[config.mk]
export PLATFORM = sky130hd
export DESIGN_NAME = life_grid
export DESIGN_NICKNAME = d
export VERILOG_FILES = /design/src/rtl/life_grid.sv
export SDC_FILE = /design/constraint.sdc
export NUM_CORES = 1
export LEC_CHECK = 0
export CORE_UTILIZATION = 30
export DETAILED_ROUTE_END_ITERATION = 12
export SLEW_MARGIN = 20
export SYNTH_ARGS = -nofsm -noshare
export SYNTH_HDL_FRONTEND = slang
export SYNTH_SLANG_ARGS = --single-unit
[constraint.sdc]
create_clock -name clock -period 8.9 [get_ports clock]
set_input_delay 2.67 -clock clock [delete_from_list [all_inputs] [get_ports clock]]
set_output_delay 2.67 -clock clock [all_outputs]
set_load 0.005 [all_outputs]
[src/rtl/life_grid.sv]
// Conway Game-of-Life engine: full ROWS x COLS board in registers, B3/S23 rule evaluated
// for every cell in parallel, row-wise loading, single-step or free-run at a fixed rate.
module life_grid #(
    parameter int ROWS   = 8,
    parameter int COLS   = 8,
    parameter int WRAP   = 1,
    parameter int PERIOD = 1,
    parameter int GEN_W  = 16
) (
    input  logic                    clock,
    input  logic                    freset,
    input  logic                    clear,
    input  logic                    load_valid,
    output logic                    load_ready,
    input  logic [$clog2(ROWS)-1:0] load_row,
    input  logic [COLS-1:0]         load_data,
    input  logic                    step,
    input  logic                    run,
    output logic                    busy,
    output logic [ROWS*COLS-1:0]    grid_out,
    output logic [GEN_W-1:0]        gen_count,
    output logic                    stable,
    output logic                    extinct
);

    localparam int N  = ROWS * COLS;
    localparam int RW = $clog2(ROWS);
    localparam int DW = (PERIOD > 1) ? $clog2(PERIOD) : 1;

    typedef enum logic [1:0] {StIdle, StRun, StHalt} state_e;

    state_e           state_q, state_d;
    logic [DW-1:0]    div_q, div_d;
    logic [N-1:0]     grid_q, grid_d;
    logic [GEN_W-1:0] gen_q, gen_d;
    logic             stable_q, stable_d;

    logic [N-1:0]     next_grid;
    logic [N-1:0]     load_grid;
    logic [ROWS-1:0]  wr_row;
    logic             load_fire;
    logic             load_ok;
    logic             tick_due;
    logic             do_tick;

    // Neighbour k: 0..2 row above, 3/4 same row left/right, 5..7 row below.
    for (genvar r = 0; r < ROWS; r++) begin : g_row
        for (genvar c = 0; c < COLS; c++) begin : g_col
            logic [7:0] nbr;
            logic [3:0] n;
            for (genvar k = 0; k < 8; k++) begin : g_nbr
                localparam int DR = (k < 3) ? -1 : ((k < 5) ? 0 : 1);
                localparam int DC = (k < 3) ? k - 1 : ((k == 3) ? -1 : ((k == 4) ? 1 : k - 6));
                localparam int RR = r + DR;
                localparam int CC = c + DC;
                localparam bit INSIDE = (RR >= 0) && (RR < ROWS) && (CC >= 0) && (CC < COLS);
                localparam bit USE = (WRAP != 0) || INSIDE;
                localparam int IDX = ((RR + ROWS) % ROWS) * COLS + ((CC + COLS) % COLS);
                assign nbr[k] = USE ? grid_q[IDX] : 1'b0;
            end
            assign n = 4'($countones(nbr));
            assign next_grid[r*COLS+c] = (n == 4'd3) | (grid_q[r*COLS+c] & (n == 4'd2));
        end
        assign wr_row[r] = load_fire & load_ok & (load_row == RW'(r));
        assign load_grid[r*COLS +: COLS] = wr_row[r] ? load_data : grid_q[r*COLS +: COLS];
    end

    assign load_ready = (state_q != StRun);
    assign load_fire  = load_valid & load_ready;
    assign load_ok    = ({1'b0, load_row} < (RW + 1)'(ROWS));
    assign tick_due   = (div_q == DW'(PERIOD - 1));

    always_comb begin
        state_d  = state_q;
        div_d    = div_q;
        grid_d   = grid_q;
        gen_d    = gen_q;
        stable_d = stable_q;
        do_tick  = 1'b0;
        if (clear) begin
            state_d  = StIdle;
            div_d    = '0;
            grid_d   = '0;
            gen_d    = '0;
            stable_d = 1'b0;
        end else begin
            case (state_q)
                StIdle: begin
                    if (run) begin
                        state_d = StRun;
                        div_d   = '0;
                    end else if (step && !load_fire) begin
                        do_tick = 1'b1;
                    end
                end
                StRun: begin
                    div_d   = tick_due ? '0 : div_q + 1'b1;
                    do_tick = tick_due;
                    if (!run) state_d = StIdle;
                end
                StHalt: begin
                    if (!run) state_d = StIdle;
                end
                default: state_d = StIdle;
            endcase

            if (load_fire) begin
                grid_d   = load_grid;
                stable_d = 1'b0;
            end else if (do_tick) begin
                if (next_grid == grid_q) begin
                    stable_d = 1'b1;
                    // Dropping run in the same cycle returns to IDLE rather than HALT.
                    if (state_q == StRun && run) state_d = StHalt;
                end else begin
                    grid_d   = next_grid;
                    gen_d    = (&gen_q) ? gen_q : gen_q + 1'b1;
                    stable_d = 1'b0;
                end
            end
        end
    end

    always_ff @(posedge clock or negedge freset) begin
        if (!freset) begin
            state_q  <= StIdle;
            div_q    <= '0;
            grid_q   <= '0;
            gen_q    <= '0;
            stable_q <= 1'b0;
        end else begin
            state_q  <= state_d;
            div_q    <= div_d;
            grid_q   <= grid_d;
            gen_q    <= gen_d;
            stable_q <= stable_d;
        end
    end

    assign busy      = (state_q == StRun);
    assign grid_out  = grid_q;
    assign gen_count = gen_q;
    assign stable    = stable_q;
    assign extinct   = ~|grid_q;

endmodule

After elaboration in Yosys (flattened, before gate mapping)
Index checks and enable logic that the tools add are counted.
{"block": "op_classes", "add_sub_neg": 322, "eq_ne": 152, "mux": 37, "bitwise": 138, "n_reduce_logical": 22}
{"cell": "$eq A4 B2 Y1 const B", "n": 128}
{"cell": "$add A2 B2 Y3", "n": 128}
{"cell": "$add A1 B1 Y2", "n": 128}
{"cell": "$mux W64", "n": 4}
{"cell": "$add A3 B4 Y4", "n": 40}
{"cell": "$mux W16", "n": 5}
{"cell": "$and A1 B1 Y1", "n": 73}
{"cell": "$add A4 B4 Y4", "n": 16}
{"cell": "$eq A64 B64 Y1", "n": 1}
{"cell": "$mux W8", "n": 8}
{"cell": "$or A1 B1 Y1", "n": 64}
{"cell": "$reduce_or A64 Y1", "n": 1}
{"cell": "$add A3 B3 Y4", "n": 8}
{"cell": "$ne A3 B3 Y1 const B", "n": 10}
{"cell": "$reduce_and A3 Y1", "n": 8}
{"cell": "$add A16 B1 Y16 const B", "n": 1}
{"cell": "$reduce_and A16 Y1", "n": 1}
{"cell": "$mux W2", "n": 7}
{"cell": "$eq A3 B3 Y1 const B", "n": 4}
{"cell": "$mux W1", "n": 10}
{"cell": "$eq A3 B2 Y1 const B", "n": 2}
{"cell": "$ne A2 B2 Y1 const B", "n": 3}
{"cell": "$reduce_bool A3 Y1", "n": 2}
{"cell": "$pmux W1 S2", "n": 2}
{"cell": "15 further kinds", "n": 17}
{"block": "totals", "reg_bits": 84, "input_bits": 17, "output_inout_bits": 84, "word_cells": 683}

Depth between registers and ports, before layout
{"block": "depth", "ltp_word": 11, "depth_mapped": 19, "depth_no_buf": 17}

Worst setup path after synthesis
No wires, ideal clock.
{"block": "synth_path", "path_type": "register to register", "from": "register grid_q[44], in the netlist grid_out[44]", "to": "register gen_q[1], in the netlist gen_count[1]", "setup_time_ns": 0.132, "arrival_ns": 5.001, "t_required_ns": 8.768, "setup_slack_ns": 3.767, "path_stages_with_launch": 18, "synth_period_minus_slack_ns": 5.133, "path_cell_list": "dfrtp_1 > inv_1 > ha_1 > ha_1 > fa_1 > fa_1 > ha_1 > fa_1 > nor3b_1 > mux2i_1 > o2111ai_1 > a2111o_1 > or4_4 > or4_4 > nand3_2 > buf_4 > mux2i_1 > nor2_1"}
{"block": "synth_between", "elab_chain_len": 9, "word_cells_on_any_way": 57, "cone_classes": "add/sub (20); eq/ne (18); bitwise (18); reduce/logical (1)"}
{"element": "start: declaration", "line": "34", "rtl": "logic [N-1:0] grid_q, grid_d;"}
{"element": "start signal: assignment", "line": "134", "rtl": "grid_q <= grid_d;"}
{"element": "$add A1 B1 Y2 (not written as such)", "line": "61", "rtl": "assign n = 4'($countones(nbr));"}
{"element": "$add A2 B2 Y3 (not written as such)", "line": "61"}
{"element": "$add A3 B4 Y4 (not written as such)", "line": "61"}
{"element": "$eq A4 B2 Y1", "line": "62", "rtl": "assign next_grid[r*COLS+c] = (n == 4'd3) | (grid_q[r*COLS+c] & (n == 4'd2));"}
{"element": "$and A1 B1 Y1", "line": "62"}
{"element": "$or A1 B1 Y1", "line": "62"}
{"element": "$eq A64 B64 Y1 (*)", "line": "111", "rtl": "if (next_grid == grid_q) begin"}
{"element": "$ne A2 B2 Y1 (no source line) (*)"}
{"element": "$reduce_and A4 Y1 (no source line) (*)"}
{"element": "end signal: assignment", "line": "135", "rtl": "gen_q <= gen_d;"}
{"element": "end: declaration", "line": "35", "rtl": "logic [GEN_W-1:0] gen_q, gen_d;"}
Every way passes the cells marked *; elsewhere a longest branch is shown, timed or not.
A chain may end at the register's enable or synchronous reset.

Final worst setup path
{"block": "layout_path", "from": "register grid_q[6], in the netlist grid_out[6]", "to": "register grid_q[25], in the netlist grid_out[25]"}
{"block": "layout_between", "elab_chain_len": 9, "word_cells_on_any_way": 57, "cone_classes": "add/sub (20); eq/ne (18); bitwise (18); reduce/logical (1)"}
{"element": "$add A1 B1 Y2 (not written as such)", "line": "61"}
{"element": "$add A2 B2 Y3 (not written as such)", "line": "61"}
{"element": "$add A4 B4 Y4 (not written as such) / $add A3 B3 Y4 (equally long branches)", "line": "61"}
{"element": "$eq A4 B2 Y1", "line": "62"}
{"element": "$and A1 B1 Y1", "line": "62"}
{"element": "$or A1 B1 Y1", "line": "62"}
{"element": "$eq A64 B64 Y1 (*)", "line": "111"}
{"element": "$ne A3 B3 Y1 (no source line) (*)"}
{"element": "$reduce_and A3 Y1 (no source line) (*)"}
Marked as above.

==> flow_summary.ini <==
[clocking]
ctsHoldBuffers = 0
cts_made_buffers = 9
cts.path.max_buffers = 2
clk_latency_ns = 0.39
htree_levels = 3
clkTransAtPathRegs_ns = 0.08
cts_setup_buffers = 0
cts_resized = 0
cts-root-buf = clkbuf_16
cts_tree = yes
cts_sinks = 83

[routing]
dr_total_vias = 14210
via_per_inst = 5.340
drcViolationCount = 0
antenna_left = 0
first_pass_iters = 6
wl_per_cell_um = 24.67
finalWirelength_mm = 65.63
drt_iter0_markers = 1282

[placement]
place.gp.congestion = 1.025
port-buffer-count = 100
pre_cts_slack_ns = 2.192
hpwl_mm = 54.25

[critical_path]
path_cells = inv_1, ha_1, inv_1, fa_1, fa_1, inv_1, ha_1, fa_1, nor3b_1, mux2i_1, nand4_1, a2111o_1, or4_4, nor4_4, buf_4, o21ai_1, buf_4, a2111oi_1
startpoint = grid_out[6]
cpLargestDelayFamily = adder cells
max_stage_delay_ns = 0.77
worstPathRequired_ns = 9.16
critPathMaxFanout = 14
path_class = flip-flop to flip-flop
critPathBufInv = 5
critPathCaptureType = flip-flop
slowest_stage = dfrtp_1
cp-start-kind = flip-flop
critical_path_arrival_ns = 7.03
reg2reg_from = grid_out[6]

[worst_hold_path]
min_from = gen_count[4]
min_path_type = flip-flop to flip-flop

[final_layout]
drive_gt1_share_pct = 4.412
area_growth_pct = 12.97
diodes = 0
fill_cells = 5857
nets = 2496

[sta]
rsz0062_at_grt = false
finalSetupViolations = 0
period_minus_slack_ns = 6.772
fin_skew_ns = 0.01567
setup_ws_ns = 2.129
timing.hold.ws_ns = 0.5660
slew_headroom_pct = 19.53
hold_violations = 0
fmax_mhz = 147.7
drv_slew = 0
period_share_pct = 76.08
worstMarginPinSlew_ns = 1.207
finalSetupTns_ns = 0

[run_status]
outcome = complete, no violations

[floorplanning]
die_h_um = 241.0
fp.coreArea_um2 = 56390
std_cell_rows = 87
num_io_pins = 101
start_util_pct = 30.39
die_area_um2 = 58070
die_w_um = 241.0

[global_route]
grt_max_degree = 69
grt_usage_pct = 23.30
grt_pass1_wl_mm = 97.78
grt_overflow = 0
grt_pass1_vias = 14920
antenna_found_initial = 0

[synthesis]
yosysSeqAreaShare_pct = 12.12
synth-async-reset-ratio_pct = 100.0
netlist_area_um2 = 17130
ys.flop_type = dfrtp_1
ys_warn_count = 0
synth_seq_cells = 83
synth_area_per_cell_um2 = 9.471
synth_nets = 2406
synth_edf_count = 0
synthCells = 1809
synth_cell_types = 72

[job]
cap_violations = 0
## layout by cell type, fill, tap and decap left out, types with 11 or more instances in the layout
master	netlist	layout
nand4_1	20	20
a211oi_1	49	49
nor2b_1	17	17
nor4b_1	11	11
fa_1	240	240
nand3_1	21	21
a21oi_1	94	93
and3_1	15	15
mux2i_1	33	33
nor3_1	30	30
buf_4	1	16
nor2_1	109	107
inv_1	428	428
clkdlybuf4s50_1	0	98
dfrtp_1	83	83
o21ai_0	17	16
ha_1	340	340
nor3b_1	40	40
or3b_2	11	11
nand2_1	75	74
## cell type report
type,instances,area (µm²),share of cell area [%]
clock inverters,6,65.06,0.3361
well taps,756,945.9,4.887
inverters,429,1610,8.319
flip-flops and latches,83,2077,10.73
multi-input cells,1260,13300,68.72
clock buffers,10,239.0,1.235
repair buffers,116,1117,5.772
## logic make-up after synthesis
logic type               after synthesis  synth area share (%)
buffers and inverters                466                 10.40
multiplexers                          35                 2.059
XOR/XNOR                               5                0.2556
AO/OA/AOI/OAI                        259                 10.51
flip-flops                            83                 12.12
adder cells (fa/ha/maj)              580                 52.87
AND/OR/NAND/NOR                      381                 11.79
## cells in the mapped netlist, drive strengths merged (5+ instances only)
cell / n / area (µm²)
nor2b: 17 / 106.4
a21oi: 95 / 479.2
inv: 428 / 1607
a211oi: 50 / 380.4
or3b: 13 / 116.4
or3: 5 / 31.28
o21ai: 22 / 121.4
dfrtp: 83 / 2077
fa: 240 / 4805
buf: 12 / 77.57
mux2i: 33 / 330.3
nor4: 9 / 71.32
a221oi: 11 / 127.6
nor2: 109 / 409.1
clkbuf: 25 / 93.84
nor4b: 11 / 96.34
and3: 15 / 93.84
ha: 340 / 4254
nand2: 78 / 310.3
nor3b: 40 / 300.3
a311oi: 7 / 61.31
a2111oi: 8 / 85.08
nor3: 30 / 150.1
nand3: 22 / 115.1
o2111ai: 5 / 43.79
a31oi: 11 / 68.82
nand4: 20 / 125.1
or4: 5 / 45.04
## metal layers
metal	share of wire [%]	track usage, %
met5	0	0
met4	6.2	12.08
met1	41	30.19
met2	44	36.69
met3	8.4	4.587
## flip-flops by register name (all words and copies together), names as in the netlist
register   flops
gen_count     16
grid_out      64
stable         1
state_q        2
## metrics by stage
stage / utilization (%) / instance area, µm² / cells
final: 34.33 / 19360 / 2660
after global routing: 34.33 / 19360 / 2660
after CTS: 34.32 / 19350 / 2660
after detailed placement: 33.78 / 19050 / 2644
after global placement: 33.75 / 19030 / 2643
after floorplan: - / 17130 / 1809
## path summary, 6_finish.rpt
check,endpoint,slack [ns],depth (start not counted)
hold reg to reg,gen_count[4],0.57,1
min in group asynchronous,gen_count[7],2.20,1
max in group asynchronous,grid_out[54],5.40,2
setup / recovery,grid_out[25],2.13,18
setup reg to reg,grid_out[25],2.13,18
hold / removal,gen_count[4],0.57,1
Power is not shown: default switching activity piles up to over one toggle a cycle in this logic, so the estimate is an artifact.
